$ cat config.mk
export PLATFORM = sky130hd
export DESIGN_NAME = lfsr_seq_ctrl
export DESIGN_NICKNAME = d
export VERILOG_FILES = /design/src/rtl/lfsr_seq_ctrl.sv
export SDC_FILE = /design/constraint.sdc
export NUM_CORES = 1
export LEC_CHECK = 0
export CAP_MARGIN = 20
export CORE_ASPECT_RATIO = 0.6
export CORE_UTILIZATION = 25
export CTS_BUF_LIST = sky130_fd_sc_hd__clkbuf_2
export CTS_CLUSTER_SIZE = 16
export DETAILED_ROUTE_END_ITERATION = 6
export DONT_BUFFER_PORTS = 1
export PLACE_DENSITY = 0.4
export SKIP_CTS_REPAIR_TIMING = 1
export SLEW_MARGIN = 20
export SYNTH_ARGS = -nofsm -noshare
export SYNTH_HDL_FRONTEND = slang
export SYNTH_SLANG_ARGS = --single-unit
export TNS_END_PERCENT = 1
$ cat constraint.sdc
create_clock -name i_clk -period 4.02 [get_ports i_clk]
set_input_delay 0.804 -clock i_clk [delete_from_list [all_inputs] [get_ports i_clk]]
set_output_delay 0.804 -clock i_clk [all_outputs]
set_load 0.05 [all_outputs]
$ cat src/rtl/lfsr_seq_ctrl.sv
// Run sequencer for one external XNOR LFSR: loads a seed, steps until stop code or
// word budget, and streams every generated word through a credit-gated 2-entry FIFO.
module lfsr_seq_ctrl #(
    parameter int unsigned NUM_BITS = 64,
    parameter int unsigned CNT_W    = 32
) (
    input  logic                i_clk,
    input  logic                i_rst_n,
    input  logic                i_start,
    input  logic [NUM_BITS-1:0] i_seed,
    input  logic [NUM_BITS-1:0] i_stop_code,
    input  logic [CNT_W-1:0]    i_max_words,
    input  logic                i_abort,
    output logic                o_busy,
    output logic                o_done,
    output logic [1:0]          o_status,
    output logic [CNT_W-1:0]    o_word_cnt,
    output logic                o_lfsr_en,
    output logic                o_lfsr_load,
    output logic [NUM_BITS-1:0] o_lfsr_seed,
    output logic [NUM_BITS-1:0] o_lfsr_stop_code,
    input  logic                i_lfsr_vld,
    input  logic [NUM_BITS-1:0] i_lfsr_data,
    input  logic                i_lfsr_done,
    output logic                o_m_valid,
    output logic [NUM_BITS-1:0] o_m_data,
    input  logic                i_m_ready
);

    typedef enum logic [2:0] {
        S_IDLE,
        S_LOAD,
        S_RUN,
        S_DRAIN,
        S_DONE
    } state_t;

    localparam logic [1:0] ST_NONE   = 2'b00;
    localparam logic [1:0] ST_BUDGET = 2'b01;
    localparam logic [1:0] ST_STOP   = 2'b10;
    localparam logic [1:0] ST_ABORT  = 2'b11;

    state_t              state;
    logic [CNT_W-1:0]    max_q;
    logic [CNT_W-1:0]    issued;
    logic                stop_hit;
    logic                en_q;

    logic [NUM_BITS-1:0] mem [2];
    logic                wr_ptr;
    logic                rd_ptr;
    logic [1:0]          fifo_cnt;

    logic                active;
    logic                aborting;
    logic                push;
    logic                pop;
    logic                stop_seen;
    logic [2:0]          occupancy;
    logic                credit_ok;

    assign active    = (state == S_LOAD) || (state == S_RUN) || (state == S_DRAIN);
    assign aborting  = active && i_abort;
    assign push      = active && i_lfsr_vld && !i_abort;
    assign pop       = o_m_valid && i_m_ready;
    assign stop_seen = push && i_lfsr_done;

    // Words already buffered after this cycle's pop, plus the one arriving now.
    assign occupancy = {1'b0, fifo_cnt} - {2'b00, pop} + {2'b00, en_q};
    assign credit_ok = occupancy < 3'd2;

    assign o_busy    = (state != S_IDLE);
    assign o_m_valid = (fifo_cnt != 2'd0);
    assign o_m_data  = mem[rd_ptr];

    always_comb begin
        o_lfsr_en   = 1'b0;
        o_lfsr_load = 1'b0;
        case (state)
            S_LOAD: begin
                o_lfsr_en   = !i_abort;
                o_lfsr_load = !i_abort;
            end
            S_RUN: begin
                o_lfsr_en = !i_abort && (issued < max_q) && credit_ok
                            && !(i_lfsr_vld && i_lfsr_done);
            end
            default: ;
        endcase
    end

    always_ff @(posedge i_clk or negedge i_rst_n) begin
        if (!i_rst_n) begin
            state            <= S_IDLE;
            o_done           <= 1'b0;
            o_status         <= ST_NONE;
            o_word_cnt       <= '0;
            o_lfsr_seed      <= '0;
            o_lfsr_stop_code <= '0;
            max_q            <= '0;
            issued           <= '0;
            stop_hit         <= 1'b0;
            en_q             <= 1'b0;
            mem[0]           <= '0;
            mem[1]           <= '0;
            wr_ptr           <= 1'b0;
            rd_ptr           <= 1'b0;
            fifo_cnt         <= 2'd0;
        end else begin
            en_q   <= o_lfsr_en;
            o_done <= 1'b0;
            if (pop) begin
                o_word_cnt <= o_word_cnt + CNT_W'(1);
            end

            if (aborting) begin
                fifo_cnt <= 2'd0;
                wr_ptr   <= 1'b0;
                rd_ptr   <= 1'b0;
            end else begin
                if (push) begin
                    mem[wr_ptr] <= i_lfsr_data;
                    wr_ptr      <= ~wr_ptr;
                end
                if (pop) begin
                    rd_ptr <= ~rd_ptr;
                end
                fifo_cnt <= fifo_cnt + {1'b0, push} - {1'b0, pop};
            end

            if (aborting) begin
                o_status <= ST_ABORT;
                o_done   <= 1'b1;
                state    <= S_DONE;
            end else begin
                case (state)
                    S_IDLE: begin
                        if (i_start) begin
                            o_word_cnt <= '0;
                            if (i_max_words == '0) begin
                                o_status <= ST_BUDGET;
                                o_done   <= 1'b1;
                                state    <= S_DONE;
                            end else begin
                                o_lfsr_seed      <= i_seed;
                                o_lfsr_stop_code <= i_stop_code;
                                max_q            <= i_max_words;
                                o_status         <= ST_NONE;
                                stop_hit         <= 1'b0;
                                state            <= S_LOAD;
                            end
                        end
                    end
                    S_LOAD: begin
                        issued <= CNT_W'(1);
                        state  <= S_RUN;
                    end
                    S_RUN: begin
                        if (o_lfsr_en) begin
                            issued <= issued + CNT_W'(1);
                        end
                        if (stop_seen) begin
                            stop_hit <= 1'b1;
                        end
                        if ((issued == max_q) || stop_seen) begin
                            state <= S_DRAIN;
                        end
                    end
                    S_DRAIN: begin
                        // A final in-flight word may still match the stop code.
                        if (stop_seen) begin
                            stop_hit <= 1'b1;
                        end else if (!en_q && (fifo_cnt == 2'd0)) begin
                            o_status <= stop_hit ? ST_STOP : ST_BUDGET;
                            o_done   <= 1'b1;
                            state    <= S_DONE;
                        end
                    end
                    S_DONE: begin
                        state <= S_IDLE;
                    end
                    default: begin
                        state <= S_IDLE;
                    end
                endcase
            end
        end
    end

    fifo_no_overflow: assert property (@(posedge i_clk) disable iff (!i_rst_n)
        !(push && !pop && (fifo_cnt == 2'd2)));

endmodule

**Word level (Yosys, flattened, before mapping)**

Index checks and enable logic that the tools add are counted.
Widths: inputs -> output; s select.

- Register bits after elaboration: 364
- Input bits: 231
- Output and inout bits: 231
- Logic and storage cells: 121

- Add/subtract/negate cells: 6
- $lt $le $gt $ge: 5
- Equal/unequal tests: 12
- Muxes and demuxes: 43
- Bitwise operators: 6
- Reductions and logical operators: 34

Operators with widths:

| operator | count |
|---|---|
| $mux 64 | 4 |
| $mux 32 | 5 |
| $bwmux 128 | 1 |
| $add 32x1->32 const B | 2 |
| $demux 64 s1 | 1 |
| $pmux 32 s2 | 1 |
| $eq 32x32->1 | 1 |
| $logic_not 32->1 | 1 |
| $lt 32x32->1 | 1 |
| $mux 3 | 6 |
| $mux 1 | 14 |
| $mux 2 | 6 |
| $pmux 3 s4 | 1 |
| $reduce_and 4->1 | 3 |
| $logic_and 1x1->1 | 11 |
| $reduce_bool 2->1 | 5 |
| $eq 3x2->1 const B | 2 |
| $ne 2x2->1 const B | 3 |
| $ne 3x2->1 const B | 2 |
| $ne 3x3->1 const B | 2 |
| $pmux 1 s2 | 3 |
| $reduce_bool 3->1 | 2 |
| $reduce_and 5->1 | 1 |
| $ge 2x2->1 const B | 2 |
| other kinds (18) | 26 |

**Depth between registers and ports, before layout**

Gate-level depths: netlist of run 1.

- Word-level depth: 10
- Gate-level depth with buffers: 14
- Mapped depth without buffers: 12

**Worst setup path before layout of run 1**

Ideal clock, no wire load.

- Kind: register -> output
- Start: register fifo_cnt[1]
- End: output o_lfsr_en
- Arrival time: 3.528 ns
- Required time: 3.216 ns
- Setup slack: -0.312 ns
- Cell stages (with the launch flop): 14
- Path buffers: 2
- Path through: dfrtp_1 -> inv_1 -> nand2_1 -> and2_1 -> clkbuf_1 -> ha_1 -> nor2b_1 -> fa_1 -> a211o_1 -> a2111oi_4 -> o211a_4 -> a21oi_4 -> buf_6 -> inv_2

- Cells in the longest elaborated chain, start to end: 8

RTL lines:

| element | line | RTL |
|---|---|---|
| start: declaration | 52 | `logic [1:0] fifo_cnt;` |
| start signal: assignment | 128 | `fifo_cnt <= fifo_cnt + {1'b0, push} - {1'b0, pop};` |
| $reduce_bool 2->1 | 73 | `assign o_m_valid = (fifo_cnt != 2'd0);` |
| via o_m_valid | 25 | `output logic o_m_valid,` |
| $logic_and 1x1->1 | 65 | `assign pop = o_m_valid && i_m_ready;` |
| $sub 2x1->3 | 69 | `assign occupancy = {1'b0, fifo_cnt} - {2'b00, pop} + {2'b00, en_q};` |
| $add 3x1->3 | 69 |  |
| $lt 3x2->1 | 70 | `assign credit_ok = occupancy < 3'd2;` |
| $logic_and 1x1->1 | 85 | `o_lfsr_en = !i_abort && (issued < max_q) && credit_ok` |
| $logic_and 1x1->1 | 86 | `&& !(i_lfsr_vld && i_lfsr_done);` |
| $pmux 1 s2 | 79 | `case (state)` |
| end: declaration | 18 | `output logic o_lfsr_en,` |

The timed path passes the listed nets, and every way through them passes these cells.

**Final worst setup path of run 1**

- Start: register fifo_cnt[0]
- End: output o_lfsr_en

- Cells in the longest elaborated chain, start to end: 8

RTL lines:

| element | line |
|---|---|
| $reduce_bool 2->1 | 73 |
| $logic_and 1x1->1 | 65 |
| $sub 2x1->3 * | 69 |
| $add 3x1->3 * | 69 |
| $lt 3x2->1 * | 70 |
| $logic_and 1x1->1 * | 85 |
| $logic_and 1x1->1 * | 86 |
| $pmux 1 s2 * | 79 |

Mark *: on every way between the ends. The rest lies on a longest branch, timed or not.

==> results of run 1 <==
## path summary, 6_finish.rpt
| path | end | slack [ns] |
|---|---|---|
| min | o_word_cnt[28] | -0.57 |
| max | o_lfsr_en | -0.41 |
| min in group i_clk | state[2] | 0.15 |
| min reg2reg | mem[63] | 0.51 |
| max in group asynchronous | o_lfsr_stop_code[31] | 3.97 |
| max reg2reg | issued[26] | 0.73 |
## layout make-up
cell class,count,area (sq um)
inverters,50,193
flip-flops and latches,364,9110
clock buffers,135,676
fillers,6610,44200
diodes,1,2.50
well taps,851,1060
repair buffers,255,2550
multi-input cells,791,6990
clock inverters,24,130
## worst max-delay path, cell delays in order, from the launching register on
cell and delay, ns:
dfrtp_1 0.43, inv_2 0.09, nand2_4 0.04, and2_4 0.14
ha_4 0.24, nor2b_4 0.11, fa_1 0.44, a211o_1 0.27
a2111oi_4 0.31, o211a_4 0.26, a21oi_4 0.07, clkinv_4 0.17
## layer usage
metal	vias to the layer above	part of all wire (%)	routed length, um	GRT usage [%]
met2	312	48	22600	21.2
met4	2	2.6	1220	5.03
li1	5167	-	-	-
met3	87	6.2	2910	4.66
met5	-	0.036	17	0
met1	5704	43	20500	17.3
## state kept, by name, indices dropped and copies added, names as in the netlist
name,count
state,3
mem,128
rd_ptr,1
o_lfsr_stop_code,64
o_status,2
o_done,1
max_q,32
o_word_cnt,32
o_lfsr_seed,64
wr_ptr,1
fifo_cnt,2
stop_hit,1
issued,32
en_q,1
## logic make-up (layout without fill, tap and decap cells)
logic type      count (synthesis)  in the layout  synth area share (%)
flops                         364            364                  55.2
mux                           356            356                  24.3
simple gates                  254            254                  8.13
compound gates                109            109                  4.94
buf+inv                       107            464                  2.75
fa+ha+maj                      38             38                  2.93
xor+xnor                       34             34                  1.80
other cells                     0              1                     0
## power groups by stage
stage	sequential, mW	clock, mW	combinational [mW]
floorplan	8.32	0	5.08
global placement	8.73	0	5.84
detailed placement	8.74	0	5.93
CTS	8.67	2.76	5.94
global route	8.86	2.95	6.49
finish	8.66	2.56	6.10
## metrics by stage
stage,cells,util (%)
final,2471,31.9
after detailed placement,2080,27.1
after floorplan,1262,-
after global routing,2471,31.9
after global placement,2080,27.1
after CTS,2239,28.3
## layout by cell type, fill, tap and decap left out, drive strengths merged, types with 9 or more instances in the layout
cell         count
a21o            10
a21oi           23
a221o           14
and2            10
and3             9
buf             27
clkbuf         135
clkinv          20
dfrtp          364
dlygate4sd3    228
ha              37
inv             50
mux2           353
nand2           45
nand3           30
nand4           24
nor2            52
nor3            36
nor4            16
o21ai           28
xnor2           14
xor2            20
## Yosys cell counts, drive strengths merged (9+ instances only)
| cell | count | share of area [%] |
|---|---|---|
| dfrtp | 364 | 55 |
| mux2 | 353 | 24 |
| nor2 | 52 | 1.2 |
| inv | 50 | 1.1 |
| nand2 | 45 | 1.0 |
| ha | 37 | 2.8 |
| nor3 | 36 | 1.1 |
| buf | 30 | 0.99 |
| nand3 | 30 | 0.91 |
| o21ai | 28 | 0.87 |
| clkbuf | 27 | 0.62 |
| nand4 | 24 | 0.95 |
| a21oi | 23 | 0.77 |
| xor2 | 20 | 1.1 |
| nor4 | 16 | 0.74 |
| a221o | 14 | 0.85 |
| xnor2 | 14 | 0.74 |
| a21o | 10 | 0.45 |
| and2 | 10 | 0.38 |
| and3 | 9 | 0.34 |
==> results.cfg, run 1 <==
[timing]
hold_viol = 364
setup_viol = 1
holdWs_ns = -0.568
skew_ns = 0.0774
fmax_mhz = 226
timing.final.crit_share_pct = 110
slew_viol_final = 0
tns_ns = -0.408
finalWorstSetupSlack_ns = -0.408
worst_pin_slew_ns = 0.984
rsz0062_at_grt = true
maxSlewHeadroom_pct = 33.8
fin_crit_ns = 4.43

[synthesis]
synth_cells = 1262
syn-cell-area_sq_um = 16500
synth_seq_cells = 364
synth_edf_count = 0
avgSynthCellArea_sq_um = 13.1
ys_async_sr_fraction_pct = 100
yosysSeqAreaShare_pct = 55.2
ys.flop_type = dfrtp_1
yosysUniqueCellTypes = 65
syn_nets = 1531
yosysWarnings = 0

[clock_tree]
clkLatencyLatePin_ns = 1.07
cts_root_buf = clkbuf_2
cts_buffers = 95
clock_path_buffers = 3
cts_tree = done
cts.sinks = 364
ctsHtreeMaxLevel = 3
clk_pin_slew_ns = 0.10

[global_routing]
grt_max_degree = 365
grt_usage_pct = 13.6
grt_pass1_vias = 11000
grt.overflow.total = 0
grt_pass1_wl_um = 69600
antenna_found_initial = 2

[floorplanning]
io_pins = 462
die_x_um = 334
start_util_pct = 25.4
rows = 72
die_h_um = 201
coreArea_sq_um = 64900
die-area_sq_um = 67100

[finish]
finalNetCount = 1826
drive_gt1_share_pct = 33.7
fin_area_sq_um = 20700
areaGrowthSynthToFinish_pct = 25.5

[pwr]
p_leak_nw = 9.06
irDropWorstVdd_mv = 0.473
p_total_mw = 17.3
p_int_mw = 8.60
pwr-share-clk_pct = 14.8
power.density_nw_per_um2 = 836
switchingPower_mw = 8.72
switching_share_pct = 50.3
p_seq_share_pct = 50.0
pwr-share-comb_pct = 35.2

[drt]
wire_per_inst_um = 19.2
postRouteAntennaNets = 0
viasPerCell = 4.56
num_vias = 11300
dr.pass1.iters = 5
totalWireLength_um = 47300
drtIter0Drc = 545
drc = 0

[worst_setup_path]
end_kind = output port
critical_path_class = flip-flop to output port
startpoint_type = flip-flop
cp_max_fo = 7
cp.arrival_ns = 3.62
worstPathRequired_ns = 3.22
critPathLaunch = fifo_cnt[0]
r2r_cells = 13
worst_r2r_startpoint = fifo_cnt[0]

[outcome]
violations = negative hold slack, negative setup slack
status = finished with violations

[placed_design]
dpl.hpwl_um = 31400
preCtsSetupSlack_ns = 0.159
routabilityCongestion = 0.753
placed_cell_area_sq_um = 17600
port_buffers = 0

[worst_hold_path]
hp-class = primary input to asynchronous set/reset pin

[flow_run]
drv_cap = 0
(Power assumes the default switching activity.)
==> run 2: changes to the inputs <==
--- a/config.mk
+++ b/config.mk
@@ -12,6 +12,7 @@
 export CTS_CLUSTER_SIZE = 16
 export DETAILED_ROUTE_END_ITERATION = 6
 export DONT_BUFFER_PORTS = 1
+export HOLD_SLACK_MARGIN = 0.03
 export PLACE_DENSITY = 0.4
 export SKIP_CTS_REPAIR_TIMING = 1
 export SLEW_MARGIN = 20
==> run 2 against run 1 <==
Compared with the run above:
- maximum frequency is 0.32% lower
- die area stayed put
- critical path type unchanged
- the run still ends with negative hold slack, negative setup slack left
- register-to-register slack hardly changed
- critical path depth stayed put
- final cell count stayed put
==> results.cfg, run 2 (same netlist as run 1, synthesis figures left out) <==
[timing]
skew_ns = 0.0809
timing.final.crit_share_pct = 110
holdWs_ns = -0.563
finalWorstSetupSlack_ns = -0.422
rsz0062_at_grt = true
setup_viol = 1
fin_crit_ns = 4.44
tns_ns = -0.422
maxSlewHeadroom_pct = 33.6
slew_viol_final = 0
hold_viol = 364
fmax_mhz = 225
worst_pin_slew_ns = 0.987

[finish]
reg_top3 = mem: 128 flops, o_lfsr_seed: 64 flops, o_lfsr_stop_code: 64 flops
drive_gt1_share_pct = 33.7
finalNetCount = 1826
layout_commonest_cell = dfrtp_1
largest_register_ff_count = 128
layout_common_cells = 363 x dfrtp_1, 353 x mux2_2, 228 x dlygate4sd3_1
largest_register = mem
areaGrowthSynthToFinish_pct = 25.5

[worst_setup_path]
cp.depth = 11
worstPathRequired_ns = 3.22
cp.arrival_ns = 3.64
critPathLaunch = fifo_cnt[0]
critical_path_class = flip-flop to output port
r2r_cells = 13
cpPeakStageDelay_ns = 0.44
cp_max_fo = 7
critical-path-top-delay-family = compound AO/OA/AOI/OAI gates
crit_slowest_cell = fa_1
cp_num_buf_inv = 2
path_cells = inv_2, nand2_4, and2_4, ha_4, nor2b_4, fa_1, a211o_1, a2111oi_4, o211a_4, a21oi_4, clkinv_4
end_kind = output port
startpoint_type = flip-flop
r2r_slack_ns = 0.73
worst_r2r_startpoint = fifo_cnt[0]

[drt]
postRouteAntennaNets = 0
drtIter0Drc = 492
wire_per_inst_um = 19.2
num_vias = 11300
drc = 0
viasPerCell = 4.56
dr.pass1.iters = 4
totalWireLength_um = 47400

[floorplanning]
start_util_pct = 25.4
die-area_sq_um = 67100
coreArea_sq_um = 64900
rows = 72
io_pins = 462
die_h_um = 201
die_x_um = 334

[clock_tree]
ctsHtreeMaxLevel = 3
cts_root_buf = clkbuf_2
clk_pin_slew_ns = 0.12
clkLatencyLatePin_ns = 1.08
cts_tree = done
cts_buffers = 95
clock_path_buffers = 3
cts.sinks = 364

[pwr]
p_total_mw = 17.3
power.density_nw_per_um2 = 837
p_leak_nw = 9.06
irDropWorstVdd_mv = 0.473

[global_routing]
antenna_found_initial = 2
grt.overflow.total = 0
grt_pass1_vias = 11000
grt_usage_pct = 13.6
grt_pass1_wl_um = 69600
grt_max_degree = 365

[placed_design]
routabilityCongestion = 0.753
preCtsSetupSlack_ns = 0.159
dpl.hpwl_um = 31400
port_buffers = 0

[outcome]
status = finished with violations
violations = negative hold slack, negative setup slack

[flow_run]
drv_cap = 0

[worst_hold_path]
hp-class = primary input to asynchronous set/reset pin
-- run 2: cell counts in the layout (fill, tap and decap cells not counted) --
No cell type changed its count.
-- run 2: path summary, 6_finish.rpt --
kind                                              to
worst max-delay path                       o_lfsr_en
worst min-delay path                          o_done
worst max register to register            issued[26]
worst min register to register               mem[63]
max in group asynchronous       o_lfsr_stop_code[31]
min in group i_clk                          state[2]
-- run 2: worst register-to-register path, stage by stage, from the launching register on --
cell and delay (ns):
dfrtp_1 0.43, inv_2 0.09, nand2_4 0.04, and2_4 0.14, ha_4 0.24, nor2b_4 0.11, fa_1 0.44, a211o_1 0.28
a2111oi_4 0.31, o211a_4 0.26, a21oi_4 0.07, buf_4 0.16, buf_4 0.23, a221o_1 0.39
-- run 2: area by class of cell --
cell class	instances	area, sq um
antenna	1	2.50
clock inverter	24	130
timing repair buffer	255	2550
sequential	364	9110
inverter	50	193
clock buffer	135	676
multi-input combinational	791	6990
fill	6610	44200
tap	851	1060
-- run 2: per-layer routing --
layer,routed length [um],share of wire [%],GRT usage (%),vias up
li1,-,-,-,5166
met1,20600,43,17.3,5713
met2,22700,48,21.2,303
met3,2880,6.1,4.66,85
met4,1190,2.5,5.03,2
met5,17,0.036,0,-
-- run 2: through the flow --
step	hold WS (ns)	utilization, %	std cells	instance area [sq um]
after CTS	-0.823	28.3	2239	18400
after global routing	-0.784	31.9	2471	20700
final	-0.563	31.9	2471	20700
after detailed placement	0.487	27.1	2080	17600
after floorplan	0.465	-	1262	16500
after global placement	0.481	27.1	2080	17600
-- run 2: power by group --
| group | switching, mW | internal (mW) |
|---|---|---|
| clock | 1.60 | 0.957 |
| combinational | 3.61 | 2.48 |
| sequential | 3.50 | 5.16 |
| total | 8.72 | 8.60 |
